## src/rtl/rca_nibble_sequencer.sv

```systemverilog
// Multi-word adder that streams wide operands through one 4-bit ripple-carry adder,
// one nibble per clock starting at the LSB, with the inter-nibble carry held in a register.

module rca (
    input  logic [3:0] a,
    input  logic [3:0] b,
    input  logic       c_in,
    output logic [3:0] s,
    output logic       c_out
);
    logic c;

    always_comb begin
        s = '0;
        c = c_in;
        for (int i = 0; i < 4; i++) begin
            s[i] = a[i] ^ b[i] ^ c;
            c    = (a[i] & b[i]) | (c & (a[i] ^ b[i]));
        end
        c_out = c;
    end
endmodule

module rca_nibble_sequencer #(
    parameter int NIBBLES = 4
) (
    input  logic                 clk,
    input  logic                 rst,
    input  logic                 in_valid,
    output logic                 in_ready,
    input  logic [4*NIBBLES-1:0] a_in,
    input  logic [4*NIBBLES-1:0] b_in,
    input  logic                 c_in,
    output logic                 out_valid,
    input  logic                 out_ready,
    output logic [4*NIBBLES-1:0] sum,
    output logic                 c_out,
    output logic                 busy
);
    localparam int W     = 4 * NIBBLES;
    localparam int IDX_W = (NIBBLES > 1) ? $clog2(NIBBLES) : 1;
    localparam logic [IDX_W-1:0] LAST = IDX_W'(NIBBLES - 1);

    typedef enum logic [1:0] {IDLE, ADD, DONE} state_t;

    state_t           state_q, state_d;
    logic [IDX_W-1:0] idx_q, idx_d;
    logic             carry_q, carry_d;
    logic [W-1:0]     a_q, a_d, b_q, b_d;
    logic [W-1:0]     sum_q, sum_d;
    logic             cout_q, cout_d;

    logic [3:0]       nib_a, nib_b, rca_s;
    logic             rca_co;

    rca u_rca (
        .a     (nib_a),
        .b     (nib_b),
        .c_in  (carry_q),
        .s     (rca_s),
        .c_out (rca_co)
    );

    // Operand nibble mux driven only by registered state, never by a_in/b_in.
    always_comb begin
        nib_a = '0;
        nib_b = '0;
        for (int n = 0; n < NIBBLES; n++) begin
            if (idx_q == IDX_W'(n)) begin
                nib_a = a_q[4*n +: 4];
                nib_b = b_q[4*n +: 4];
            end
        end
    end

    always_comb begin
        state_d = state_q;
        idx_d   = idx_q;
        carry_d = carry_q;
        a_d     = a_q;
        b_d     = b_q;
        sum_d   = sum_q;
        cout_d  = cout_q;
        unique case (state_q)
            IDLE: begin
                if (in_valid) begin
                    a_d     = a_in;
                    b_d     = b_in;
                    carry_d = c_in;
                    idx_d   = '0;
                    state_d = ADD;
                end
            end
            ADD: begin
                for (int n = 0; n < NIBBLES; n++) begin
                    if (idx_q == IDX_W'(n)) sum_d[4*n +: 4] = rca_s;
                end
                if (idx_q == LAST) begin
                    cout_d  = rca_co;
                    state_d = DONE;
                end else begin
                    carry_d = rca_co;
                    idx_d   = idx_q + IDX_W'(1);
                end
            end
            DONE: begin
                if (out_ready) state_d = IDLE;
            end
            default: state_d = IDLE;
        endcase
    end

    always_ff @(posedge clk) begin
        if (rst) begin
            state_q <= IDLE;
            idx_q   <= '0;
            carry_q <= 1'b0;
            sum_q   <= '0;
            cout_q  <= 1'b0;
        end else begin
            state_q <= state_d;
            idx_q   <= idx_d;
            carry_q <= carry_d;
            sum_q   <= sum_d;
            cout_q  <= cout_d;
        end
    end

    // Operand latches only need to be valid from accept onwards, so they carry no reset.
    always_ff @(posedge clk) begin
        a_q <= a_d;
        b_q <= b_d;
    end

    assign in_ready  = (state_q == IDLE) && !rst;
    assign out_valid = (state_q == DONE);
    assign busy      = (state_q == ADD) || (state_q == DONE);
    assign sum       = sum_q;
    assign c_out     = cout_q;
endmodule

```

## config.mk

```make
export PLATFORM = sky130hd
export DESIGN_NAME = rca_nibble_sequencer
export DESIGN_NICKNAME = d
export VERILOG_FILES = /design/src/rtl/rca_nibble_sequencer.sv
export SDC_FILE = /design/constraint.sdc
export NUM_CORES = 1
export LEC_CHECK = 0
export ABC_AREA = 1
export BUFFER_PORTS_ARGS = -buffer_cell sky130_fd_sc_hd__buf_2
export CORE_MARGIN = 5
export CORE_UTILIZATION = 50
export CTS_BUF_LIST = sky130_fd_sc_hd__clkbuf_2
export DETAILED_ROUTE_END_ITERATION = 12
export PLACE_DENSITY = 0.86
export REMOVE_ABC_BUFFERS = 1
export SYNTH_ARGS = -nofsm -noshare
export SYNTH_HDL_FRONTEND = slang
export SYNTH_SLANG_ARGS = --single-unit
```

## constraint.sdc

```tcl
create_clock -name clk -period 6.25 [get_ports clk]
set_input_delay 1.25 -clock clk [delete_from_list [all_inputs] [get_ports clk]]
set_output_delay 1.25 -clock clk [all_outputs]
set_load 0.005 [all_outputs]
```

==> results by group, run 1 <==
Outcome
  • Status: finished, final reports clean

Drt
  • Drt total wl: 4.34 mm
  • Count of routing violations after the opening detailed-route iteration: 104
  • Via count: 1702
  • Via density per instance: 4.99
  • Count of unresolved DRC violations after routing: 0
  • Number of optimization iterations in the first detailed-route pass: 5
  • Routed wire per std cell: 12.7 µm
  • Routed length on met3: 305 µm
  • Metal1 wirelength: 1.89 mm
  • DRT antenna net count: 0
  • Met2 wirelength from detailed routing: 2.04 mm
  • Top routing layer in use: met4

Floorplan
  • Core area: 0.00441 mm²
  • Area enclosed by the die boundary: 0.00608 mm²
  • Initial standard-cell utilization of the core: 0.523
  • Top-level port count: 57
  • Die extent in x: 77.9 µm
  • Vertical die dimension: 77.9 µm
  • FP Rows: 24

Clocking
  • Number of hold-repair buffers added at the cts stage: 0
  • Number of clock sinks: 54
  • CTS root buffer: sky130_fd_sc_hd__clkbuf_2
  • H-Tree Level Count: 2
  • Worst-skew pair later-pin latency: 0.43 ns
  • Setup Buffers After CTS: 0
  • Clock transition at the registers of the reported paths: 0.26 ns
  • Clock tree from TritonCTS: yes
  • Total clock buffers created by CTS: 5
  • # resized after CTS: 0
  • Buffer depth of the longest clock path: 2

Yosys
  • Post-synth top flop: sky130_fd_sc_hd__edfxtp_1
  • Yosys reg bits: 54
  • Synth cell types: 20
  • Library cell occupying the most area in the post-synthesis netlist: sky130_fd_sc_hd__edfxtp_1
  • Sequential cell area fraction in the yosys report: 0.607
  • Most common cell in the netlist: sky130_fd_sc_hd__nand2_1
  • Netlist area before placement: 0.00231 mm²
  • Number of enable flip-flop cells after synthesis: 32
  • Cell types with the largest area share after synthesis: sky130_fd_sc_hd__edfxtp_1 42%, sky130_fd_sc_hd__dfxtp_1 19%, sky130_fd_sc_hd__nand2_1 7.3%
  • Async set-or-reset flop fraction in the synthesized netlist: 0
  • Cells after synthesis: 231
  • Leading post-synthesis cells by instance count: 45 x sky130_fd_sc_hd__nand2_1, 39 x sky130_fd_sc_hd__nor2_1, 32 x sky130_fd_sc_hd__edfxtp_1, 22 x sky130_fd_sc_hd__dfxtp_1, 21 x sky130_fd_sc_hd__inv_1
  • Mapped Avg Cell Area: 9.99 µm²
  • Yosys Warn Count: 0
  • Share of the synthesized area in the top cell type: 0.416

Cells and area
  • Non-Filler Cell Area, Final: 0.00266 mm²
  • Post-layout util: 0.603
  • Area used by multi-input combinational logic: 783 µm²
  • Count of nets after finishing: 337
  • # fillers: 388
  • Number of antenna repair diodes: 0
  • Share of cells above drive strength 1: 0.239
  • Number of non-filler instances in the completed layout: 341
  • Area delta synth->final: 15.3%
  • Seq. cell area: 0.00140 mm²

Placed design
  • Half-perimeter wire length after placement: 3.34 mm
  • Dpl cell area: 0.00262 mm²
  • I/O Buffers: 56
  • GP Congestion: 0.932
  • Cells after DPL: 333
  • Pre-CTS WS: 2.97 ns

Critical path
  • Critical path type: flip-flop to flip-flop
  • Signal arrival time at the worst endpoint: 3.78 ns
  • Required time of the critical path: 6.61 ns
  • Crit. End Element: flip-flop
  • Highest net fanout along the worst path: 10
  • Cell type of the slowest stage on the worst timing path: sky130_fd_sc_hd__fa_1
  • Launch point of the critical path: idx_q[0]
  • Gate family responsible for the most delay along the worst path: adder cells
  • Startpoint of the lowest-slack register-to-register path: idx_q[0]
  • Critical path buffer and inverter count: 3
  • Type of origin of the critical path: flip-flop
  • Max stage delay on crit path: 0.52 ns
  • Most numerous cell on the critical path: sky130_fd_sc_hd__fa_1
  • Sequence of cells on the critical path: inv_1 > ha_1 > inv_1 > nor2_1 > nor2_1 > a21boi_0 > fa_1 > inv_1 > fa_1 > fa_1 > fa_1 > o21ai_0 > nor2_1

STA
  • Relative slew slack: 0.267
  • Post-route fraction of the period consumed by the critical path: 0.547
  • Worst hold slack after final layout: 0.504 ns
  • Final total negative setup slack: 0 ns
  • Final count of hold timing violations: 0
  • Final-report setup violation count: 0
  • Maximum clock rate: 0.292 GHz
  • Measured slew at the worst slew-check pin: 1.10 ns
  • RSZ-0062 raised after global routing: false
  • Max-slew violation total from the final report: 0
  • Clock Skew: 0.0132 ns
  • Worst setup margin: 2.83 ns
  • Final min period: 3.42 ns

Power
  • Cell Pwr Density: 317 mW/mm²
  • Overall power: 0.843 mW
  • P_leak: 1.24 nW
  • Maximum resistive drop on vdd: 0.000169 V

Min path
  • Worst Hold Launch: sum[6]
  • Min-delay worst type: flip-flop to flip-flop

GRT
  • Via count of the first global-routing pass: 1621
  • Pin count of the biggest net entering global routing: 33
  • Overflow left after global routing: 0
  • Antenna violations before repair: 0
  • GRT Overall Usage: 0.149
  • First-pass GRT wire length: 7.21 mm

Run
  • Reported max-cap violation count: 0
worst min-delay path, cell delays in order (launching register included):
cell	delay, ns
sky130_fd_sc_hd__dfxtp_1	0.36
sky130_fd_sc_hd__nor2_1	0.09
sky130_fd_sc_hd__nor2_1	0.05
metal layers:
metal	GRT usage	vias up
li1	-	869
met1	0.189	764
met2	0.240	59
met3	0.0405	10
met4	0.0625	0
met5	0	-
report_power, final:
part	switching [mW]	internal, mW	total (mW)	leakage (nW)
Combinational	0.168	0.105	0.272	0.727
Sequential	0.0148	0.420	0.435	0.485
Clock	0.107	0.0277	0.135	0.0270
Total	0.290	0.553	0.843	1.24
flip-flops by register name, summed over array words and instances (netlist names):
signal,flops
c_out,1
idx_q,2
a_q,16
carry_q,1
sum,16
state_q,2
b_q,16
layout make-up:
class,count,area share
sequential,54,0.527
multi-input combinational,148,0.294
timing repair buffer,56,0.105
inverter,23,0.0324
tap,52,0.0244
clock buffer,5,0.00940
clock inverter,3,0.00752
path summary, 6_finish.rpt:
path | endpoint | slack [ns] | cells past startpoint
min reg2reg | sum[6] | 0.50 | 2
max | sum[7] | 2.83 | 13
min | sum[6] | 0.50 | 2
max reg2reg | sum[7] | 2.83 | 13
cells by family after synthesis:
kind of cell / after synthesis / share of synthesized area
compound gates: 42 / 0.0965
fa+ha+maj: 12 / 0.0781
simple gates: 94 / 0.165
buf+inv: 29 / 0.0537
flops: 54 / 0.607
cells in the final DEF (no fill, tap or decap), drive strengths merged:
cell type and instances:
buf 56, nand2 47, nor2 39, edfxtp 32, inv 24, dfxtp 22
o21ai 20, a21oi 17, ha 8, nand3 6, clkbuf 5, fa 4
a21o 3, o211ai 1, or2 1, a21boi 1, nand4 1, clkinv 1
clkinvlp 1
Power figures use the tool's default switching activity.
==> inputs of run 2 (changes only) <==
==> constraint.sdc (replaced) <==
create_clock -name clk -period 3.4 [get_ports clk]
set_input_delay 0.68 -clock clk [delete_from_list [all_inputs] [get_ports clk]]
set_output_delay 0.68 -clock clk [all_outputs]
set_load 0.005 [all_outputs]
==> results by group, run 2 (same netlist as run 1, synthesis figures left out) <==
Floorplan
  • Area enclosed by the die boundary: 0.00608 mm² (unchanged)
  • Die extent in x: 77.9 µm (unchanged)
  • Top-level port count: 57 (unchanged)
  • Core area: 0.00441 mm² (unchanged)
  • Initial standard-cell utilization of the core: 0.523 (unchanged)
  • Vertical die dimension: 77.9 µm (unchanged)
  • FP Rows: 24 (unchanged)

Critical path
  • Type of origin of the critical path: flip-flop (unchanged)
  • R2R cell count: 13 (unchanged)
  • Required time of the critical path: 3.80 ns (was 6.61 ns)
  • Sequence of cells on the critical path: inv_1 > ha_1 > nor2_1 > nand2_1 > nand2_1 > a21boi_1 > fa_1 > inv_1 > fa_1 > fa_1 > fa_1 > o21ai_0 > nor2_1 (was inv_1 > ha_1 > inv_1 > nor2_1 > nor2_1 > a21boi_0 > fa_1 > inv_1 > fa_1 > fa_1 > fa_1 > o21ai_0 > nor2_1)
  • Signal arrival time at the worst endpoint: 3.53 ns (was 3.78 ns)
  • Max stage delay on crit path: 0.55 ns (was 0.52 ns)
  • Cell type of the slowest stage on the worst timing path: sky130_fd_sc_hd__fa_1 (unchanged)
  • Crit. End Element: flip-flop (unchanged)
  • Critical path type: flip-flop to flip-flop (unchanged)
  • Most numerous cell on the critical path: sky130_fd_sc_hd__fa_1 (unchanged)
  • Highest net fanout along the worst path: 10 (unchanged)

STA
  • Maximum clock rate: 0.320 GHz (was 0.292 GHz)
  • Measured slew at the worst slew-check pin: 0.474 ns (was 1.10 ns)
  • Worst setup margin: 0.271 ns (was 2.83 ns)
  • Clock Skew: 0.0172 ns (was 0.0132 ns)
  • Final min period: 3.13 ns (was 3.42 ns)
  • Final-report setup violation count: 0 (unchanged)
  • Worst hold slack after final layout: 0.393 ns (was 0.504 ns)
  • Final total negative setup slack: 0 ns (unchanged)
  • Final count of hold timing violations: 0 (unchanged)
  • Post-route fraction of the period consumed by the critical path: 0.920 (was 0.547)
  • Relative slew slack: 0.684 (was 0.267)
  • Max-slew violation total from the final report: 0 (unchanged)
  • RSZ-0062 raised after global routing: false (unchanged)

Clocking
  • Number of clock sinks: 54 (unchanged)
  • Number of hold-repair buffers added at the cts stage: 0 (unchanged)
  • Clock transition at the registers of the reported paths: 0.26 ns (about the same)
  • Worst-skew pair later-pin latency: 0.44 ns (was 0.43 ns)
  • Setup Buffers After CTS: 0 (unchanged)
  • # resized after CTS: 0 (unchanged)
  • CTS root buffer: sky130_fd_sc_hd__clkbuf_2 (unchanged)
  • Total clock buffers created by CTS: 5 (unchanged)
  • Buffer depth of the longest clock path: 2 (unchanged)
  • Clock tree from TritonCTS: yes (unchanged)
  • H-Tree Level Count: 2 (unchanged)

Placed design
  • I/O Buffers: 56 (unchanged)
  • GP Congestion: 0.903 (was 0.932)
  • Dpl cell area: 0.00265 mm² (was 0.00262 mm²)
  • Pre-CTS WS: 0.181 ns (was 2.97 ns)
  • Half-perimeter wire length after placement: 3.42 mm (was 3.34 mm)

GRT
  • First-pass GRT wire length: 7.47 mm (was 7.21 mm)
  • Antenna violations before repair: 0 (unchanged)
  • Overflow left after global routing: 0 (unchanged)
  • Via count of the first global-routing pass: 1711 (was 1621)
  • Pin count of the biggest net entering global routing: 33 (unchanged)
  • GRT Overall Usage: 0.154 (was 0.149)

Cells and area
  • Most frequent standard cell in the layout excluding fill and tap cells: sky130_fd_sc_hd__buf_2 (unchanged)
  • Seq. cell area: 0.00140 mm² (unchanged)
  • Highest-count cells in the layout ignoring fill and taps: 56 x sky130_fd_sc_hd__buf_2, 45 x sky130_fd_sc_hd__nand2_1, 39 x sky130_fd_sc_hd__nor2_1 (unchanged)
  • Count of nets after finishing: 341 (was 337)
  • # fillers: 383 (was 388)
  • Post-layout util: 0.610 (was 0.603)
  • Area used by multi-input combinational logic: 783 µm² (unchanged)
  • Share of cells above drive strength 1: 0.249 (was 0.239)
  • Non-Filler Cell Area, Final: 0.00269 mm² (was 0.00266 mm²)
  • Area delta synth->final: 16.6% (was 15.3%)
  • Number of antenna repair diodes: 0 (unchanged)

Min path
  • Cell count of the worst hold path: 1 (was 2)
  • Min-delay worst type: input pin to flip-flop (was flip-flop to flip-flop)

Drt
  • Drt total wl: 4.38 mm (was 4.34 mm)
  • Via count: 1708 (was 1702)
  • Number of optimization iterations in the first detailed-route pass: 4 (was 5)
  • Via density per instance: 4.95 (was 4.99)
  • Routed wire per std cell: 12.7 µm (about the same)
  • Count of unresolved DRC violations after routing: 0 (unchanged)
  • Count of routing violations after the opening detailed-route iteration: 82 (was 104)
  • DRT antenna net count: 0 (unchanged)

Power
  • Cell Pwr Density: 579 mW/mm² (was 317 mW/mm²)
  • Maximum resistive drop on vdd: 0.000327 V (was 0.000169 V)
  • P_leak: 1.26 nW (was 1.24 nW)

Run
  • Reported max-cap violation count: 0 (unchanged)

Outcome
  • Status: finished, final reports clean (unchanged)
==> run 2: routing by layer <==
metal | track usage | share of wire
met5 | 0 | 0
met4 | 0.0405 | 0.013
met3 | 0.0498 | 0.079
met2 | 0.255 | 0.47
met1 | 0.193 | 0.44
==> run 2: power by group <==
group / leakage [nW] / switching, mW / internal [mW]
clock network: 0.0270 / 0.200 / 0.0511
registers: 0.485 / 0.0265 / 0.771
logic: 0.748 / 0.310 / 0.200
total: 1.26 / 0.537 / 1.02
==> run 2: stage by stage <==
stage,std cells,power (mW)
2_1_floorplan,225,1.15
3_3_place_gp,337,1.30
3_5_place_dp,337,1.33
4_1_cts,345,1.57
5_1_grt,345,1.67
6_report,345,1.56
==> run 2: final timing paths <==
check / from / endpoint / slack [ns]
setup reg to reg: idx_q[1] / sum[7] / 0.27
hold reg to reg: sum[10] / sum[10] / 0.51
setup / recovery: idx_q[1] / sum[7] / 0.27
hold / removal: b_in[8] / b_q[8] / 0.39
==> run 2: critical path: cells and delay by family, from the launching register on <==
family / cells / cell delay [ns]
simple gates: 4 / 0.40
flops: 1 / 0.39
compound gates: 2 / 0.30
fa+ha+maj: 5 / 1.88
buf+inv: 2 / 0.14
==> run 2: area by class of cell <==
class,count,area share
clock buffers,5,0.00930
multi-input cells,148,0.291
repair buffers,60,0.115
well taps,52,0.0242
clock inverters,3,0.00744
flip-flops and latches,54,0.521
inverters,23,0.0321
==> inputs of run 3 (changes only) <==
--- a/config.mk
+++ b/config.mk
@@ -6,12 +6,14 @@
 export NUM_CORES = 1
 export LEC_CHECK = 0
 export ABC_AREA = 1
-export BUFFER_PORTS_ARGS = -buffer_cell sky130_fd_sc_hd__buf_2
+export BUFFER_PORTS_ARGS = -buffer_cell sky130_fd_sc_hd__buf_4
+export CAP_MARGIN = 30
 export CORE_MARGIN = 5
 export CORE_UTILIZATION = 50
 export CTS_BUF_LIST = sky130_fd_sc_hd__clkbuf_2
 export DETAILED_ROUTE_END_ITERATION = 12
 export PLACE_DENSITY = 0.86
+export RECOVER_POWER = 25
 export REMOVE_ABC_BUFFERS = 1
 export SYNTH_ARGS = -nofsm -noshare
 export SYNTH_HDL_FRONTEND = slang
==> results by group, run 3 (same netlist as run 1, synthesis figures left out) <==
Run
  • Reported max-cap violation count: 0 (unchanged)

Placed design
  • Half-perimeter wire length after placement: 3.60 mm (was 3.42 mm)
  • GP Congestion: 0.915 (was 0.903)
  • Pre-CTS WS: 0.156 ns (was 0.181 ns)
  • I/O Buffers: 56 (unchanged)

STA
  • Maximum clock rate: 0.313 GHz (was 0.320 GHz)
  • Relative slew slack: 0.689 (was 0.684)
  • RSZ-0062 raised after global routing: false (unchanged)
  • Final-report setup violation count: 0 (unchanged)
  • Final total negative setup slack: 0 ns (unchanged)
  • Max-slew violation total from the final report: 0 (unchanged)
  • Measured slew at the worst slew-check pin: 0.467 ns (was 0.474 ns)
  • Final count of hold timing violations: 0 (unchanged)
  • Worst setup margin: 0.200 ns (was 0.271 ns)
  • Clock Skew: 0.0224 ns (was 0.0172 ns)
  • Final min period: 3.20 ns (was 3.13 ns)
  • Post-route fraction of the period consumed by the critical path: 0.941 (was 0.920)

Floorplan
  • Area enclosed by the die boundary: 0.00608 mm² (unchanged)
  • Die extent in x: 77.9 µm (unchanged)
  • FP Rows: 24 (unchanged)
  • Top-level port count: 57 (unchanged)
  • Vertical die dimension: 77.9 µm (unchanged)
  • Initial standard-cell utilization of the core: 0.523 (unchanged)
  • Core area: 0.00441 mm² (unchanged)

Drt
  • Via count: 1749 (was 1708)
  • Count of routing violations after the opening detailed-route iteration: 117 (was 82)
  • Via density per instance: 5.08 (was 4.95)
  • Count of unresolved DRC violations after routing: 0 (unchanged)
  • Drt total wl: 4.56 mm (was 4.38 mm)
  • Number of optimization iterations in the first detailed-route pass: 4 (unchanged)
  • DRT antenna net count: 0 (unchanged)
  • Routed wire per std cell: 13.3 µm (was 12.7 µm)

Clocking
  • Number of hold-repair buffers added at the cts stage: 0 (unchanged)
  • CTS root buffer: sky130_fd_sc_hd__clkbuf_2 (unchanged)
  • Worst-skew pair later-pin latency: 0.43 ns (was 0.44 ns)
  • Number of clock sinks: 54 (unchanged)
  • Buffer depth of the longest clock path: 2 (unchanged)
  • Clock tree from TritonCTS: yes (unchanged)
  • Clock transition at the registers of the reported paths: 0.25 ns (was 0.26 ns)
  • H-Tree Level Count: 2 (unchanged)
  • Total clock buffers created by CTS: 5 (unchanged)

Power
  • P_leak: 1.29 nW (was 1.26 nW)
  • Maximum resistive drop on vdd: 0.000350 V (was 0.000327 V)
  • Clock network power share: 0.150 (was 0.161)
  • Cell-internal power: 1.06 mW (was 1.02 mW)
  • Cell Pwr Density: 559 mW/mm² (was 579 mW/mm²)
  • Switch share: 0.336 (was 0.344)
  • Seq pwr share: 0.504 (was 0.512)
  • Part of the power in combinational logic: 0.346 (was 0.327)
  • Switch Pwr: 0.534 mW (was 0.537 mW)

Cells and area
  • Share of cells above drive strength 1: 0.253 (was 0.249)
  • Number of antenna repair diodes: 0 (unchanged)
  • Area delta synth->final: 23.1% (was 16.6%)
  • Most frequent standard cell in the layout excluding fill and tap cells: sky130_fd_sc_hd__nand2_1 (was sky130_fd_sc_hd__buf_2)
  • Count of nets after finishing: 340 (was 341)
  • Highest-count cells in the layout ignoring fill and taps: 45 x sky130_fd_sc_hd__nand2_1, 39 x sky130_fd_sc_hd__nor2_1, 32 x sky130_fd_sc_hd__edfxtp_1, 32 x sky130_fd_sc_hd__buf_4, 26 x sky130_fd_sc_hd__clkbuf_4 (was 56 x sky130_fd_sc_hd__buf_2, 45 x sky130_fd_sc_hd__nand2_1, 39 x sky130_fd_sc_hd__nor2_1)

Min path
  • Min-delay worst type: input pin to flip-flop (unchanged)
  • Cell count of the worst hold path: 2 (was 1)
  • Worst Hold Path EP: state_q[1] (was b_q[8])
  • Worst Hold Launch: rst (was b_in[8])

Critical path
  • Required time of the critical path: 3.76 ns (was 3.80 ns)
  • Crit. End Element: flip-flop (unchanged)
  • Startpoint of the lowest-slack register-to-register path: idx_q[0] (was idx_q[1])
  • Reg-to-reg critical path endpoint: sum[3] (was sum[7])
  • Critical path buffer and inverter count: 2 (unchanged)
  • Highest net fanout along the worst path: 11 (was 10)
  • Critical path type: flip-flop to flip-flop (unchanged)
  • Sequence of cells on the critical path: ha_1 > inv_2 > or2_0 > nand2_1 > fa_1 > inv_1 > fa_1 > fa_1 > fa_1 > o21ai_0 > nor2_1 (was inv_1 > ha_1 > nor2_1 > nand2_1 > nand2_1 > a21boi_1 > fa_1 > inv_1 > fa_1 > fa_1 > fa_1 > o21ai_0 > nor2_1)
  • Type of origin of the critical path: flip-flop (unchanged)
  • Max stage delay on crit path: 0.50 ns (was 0.55 ns)
  • Cell type of the slowest stage on the worst timing path: sky130_fd_sc_hd__fa_1 (unchanged)
  • Most numerous cell on the critical path: sky130_fd_sc_hd__fa_1 (unchanged)
  • Setup slack, reg-to-reg: 0.20 ns (was 0.27 ns)
  • Gate family responsible for the most delay along the worst path: adder cells (unchanged)
  • R2R cell count: 11 (was 13)
  • Signal arrival time at the worst endpoint: 3.56 ns (was 3.53 ns)

GRT
  • Overflow left after global routing: 0 (unchanged)
  • Pin count of the biggest net entering global routing: 29 (was 33)
  • First-pass GRT wire length: 7.81 mm (was 7.47 mm)
  • Antenna violations before repair: 0 (unchanged)
  • GRT Overall Usage: 0.159 (was 0.154)
  • Via count of the first global-routing pass: 1742 (was 1711)

Outcome
  • Status: finished, final reports clean (unchanged)
[run 3: cell count changes in the layout (fill, tap and decap cells not counted), moves of 2 or more]
cell,delta
sky130_fd_sc_hd__buf_2,-56
sky130_fd_sc_hd__buf_4,+28
sky130_fd_sc_hd__clkbuf_4,+26
sky130_fd_sc_hd__clkinv_2,+2
[run 3: power by group through the flow]
stage	logic (mW)	registers [mW]	clock network, mW
after floorplan	0.339	0.809	0
after global placement	0.515	0.813	0
after detailed placement	0.546	0.815	0
after CTS	0.548	0.801	0.243
after global routing	0.628	0.808	0.274
final	0.550	0.800	0.239
[run 3: per-layer routing]
layer  share of wire  track usage  up-vias
met4           0.020       0.0693        0
met3           0.078       0.0451        9
met5               0            0        -
met1            0.41        0.191      799
met2            0.49        0.267       68
li1                -            -      873
[run 3: timing repair]
action / 4_1_cts / 5_1_grt
setup endpoints to repair: 0 / 6
gates resized for setup: 0 / 2
buffers inserted: 0 / 0
[run 3: area by class of cell]
class,instances,area (µm²)
Timing Repair Buffer,59,463
Clock buffer,6,30.0
Fill cell,381,1570
Tap cell,52,65.1
Clock inverter,2,10.0
Sequential cell,54,1400
Multi-Input combinational cell,148,786
Inverter,23,86.3
[run 3: worst max-delay path by stage]
stage / start / end / slack, ns / cells after the start
final: idx_q[0] / sum[3] / 0.20 / 11
after global routing: idx_q[0] / sum[15] / 0.03 / 11
after CTS: idx_q[1] / sum[3] / 0.10 / 13
after detailed placement: idx_q[1] / sum[15] / 0.16 / 13
after global placement: idx_q[1] / sum[15] / 0.32 / 13
after floorplan: idx_q[0] / sum[11] / 0.39 / 13
[run 3: through the flow]
| step | total power, mW | utilization | hold slack [ns] | area [µm²] | cells |
|---|---|---|---|---|---|
| 6_report | 1.59 | 0.644 | 0.388 | 2840 | 344 |
| 5_1_grt | 1.71 | 0.644 | 0.353 | 2840 | 344 |
| 4_1_cts | 1.59 | 0.643 | 0.384 | 2840 | 344 |
| 3_5_place_dp | 1.36 | 0.634 | 0.474 | 2800 | 336 |
| 3_3_place_gp | 1.33 | 0.628 | 0.466 | 2770 | 335 |
| 2_1_floorplan | 1.15 | - | 0.450 | 2270 | 225 |
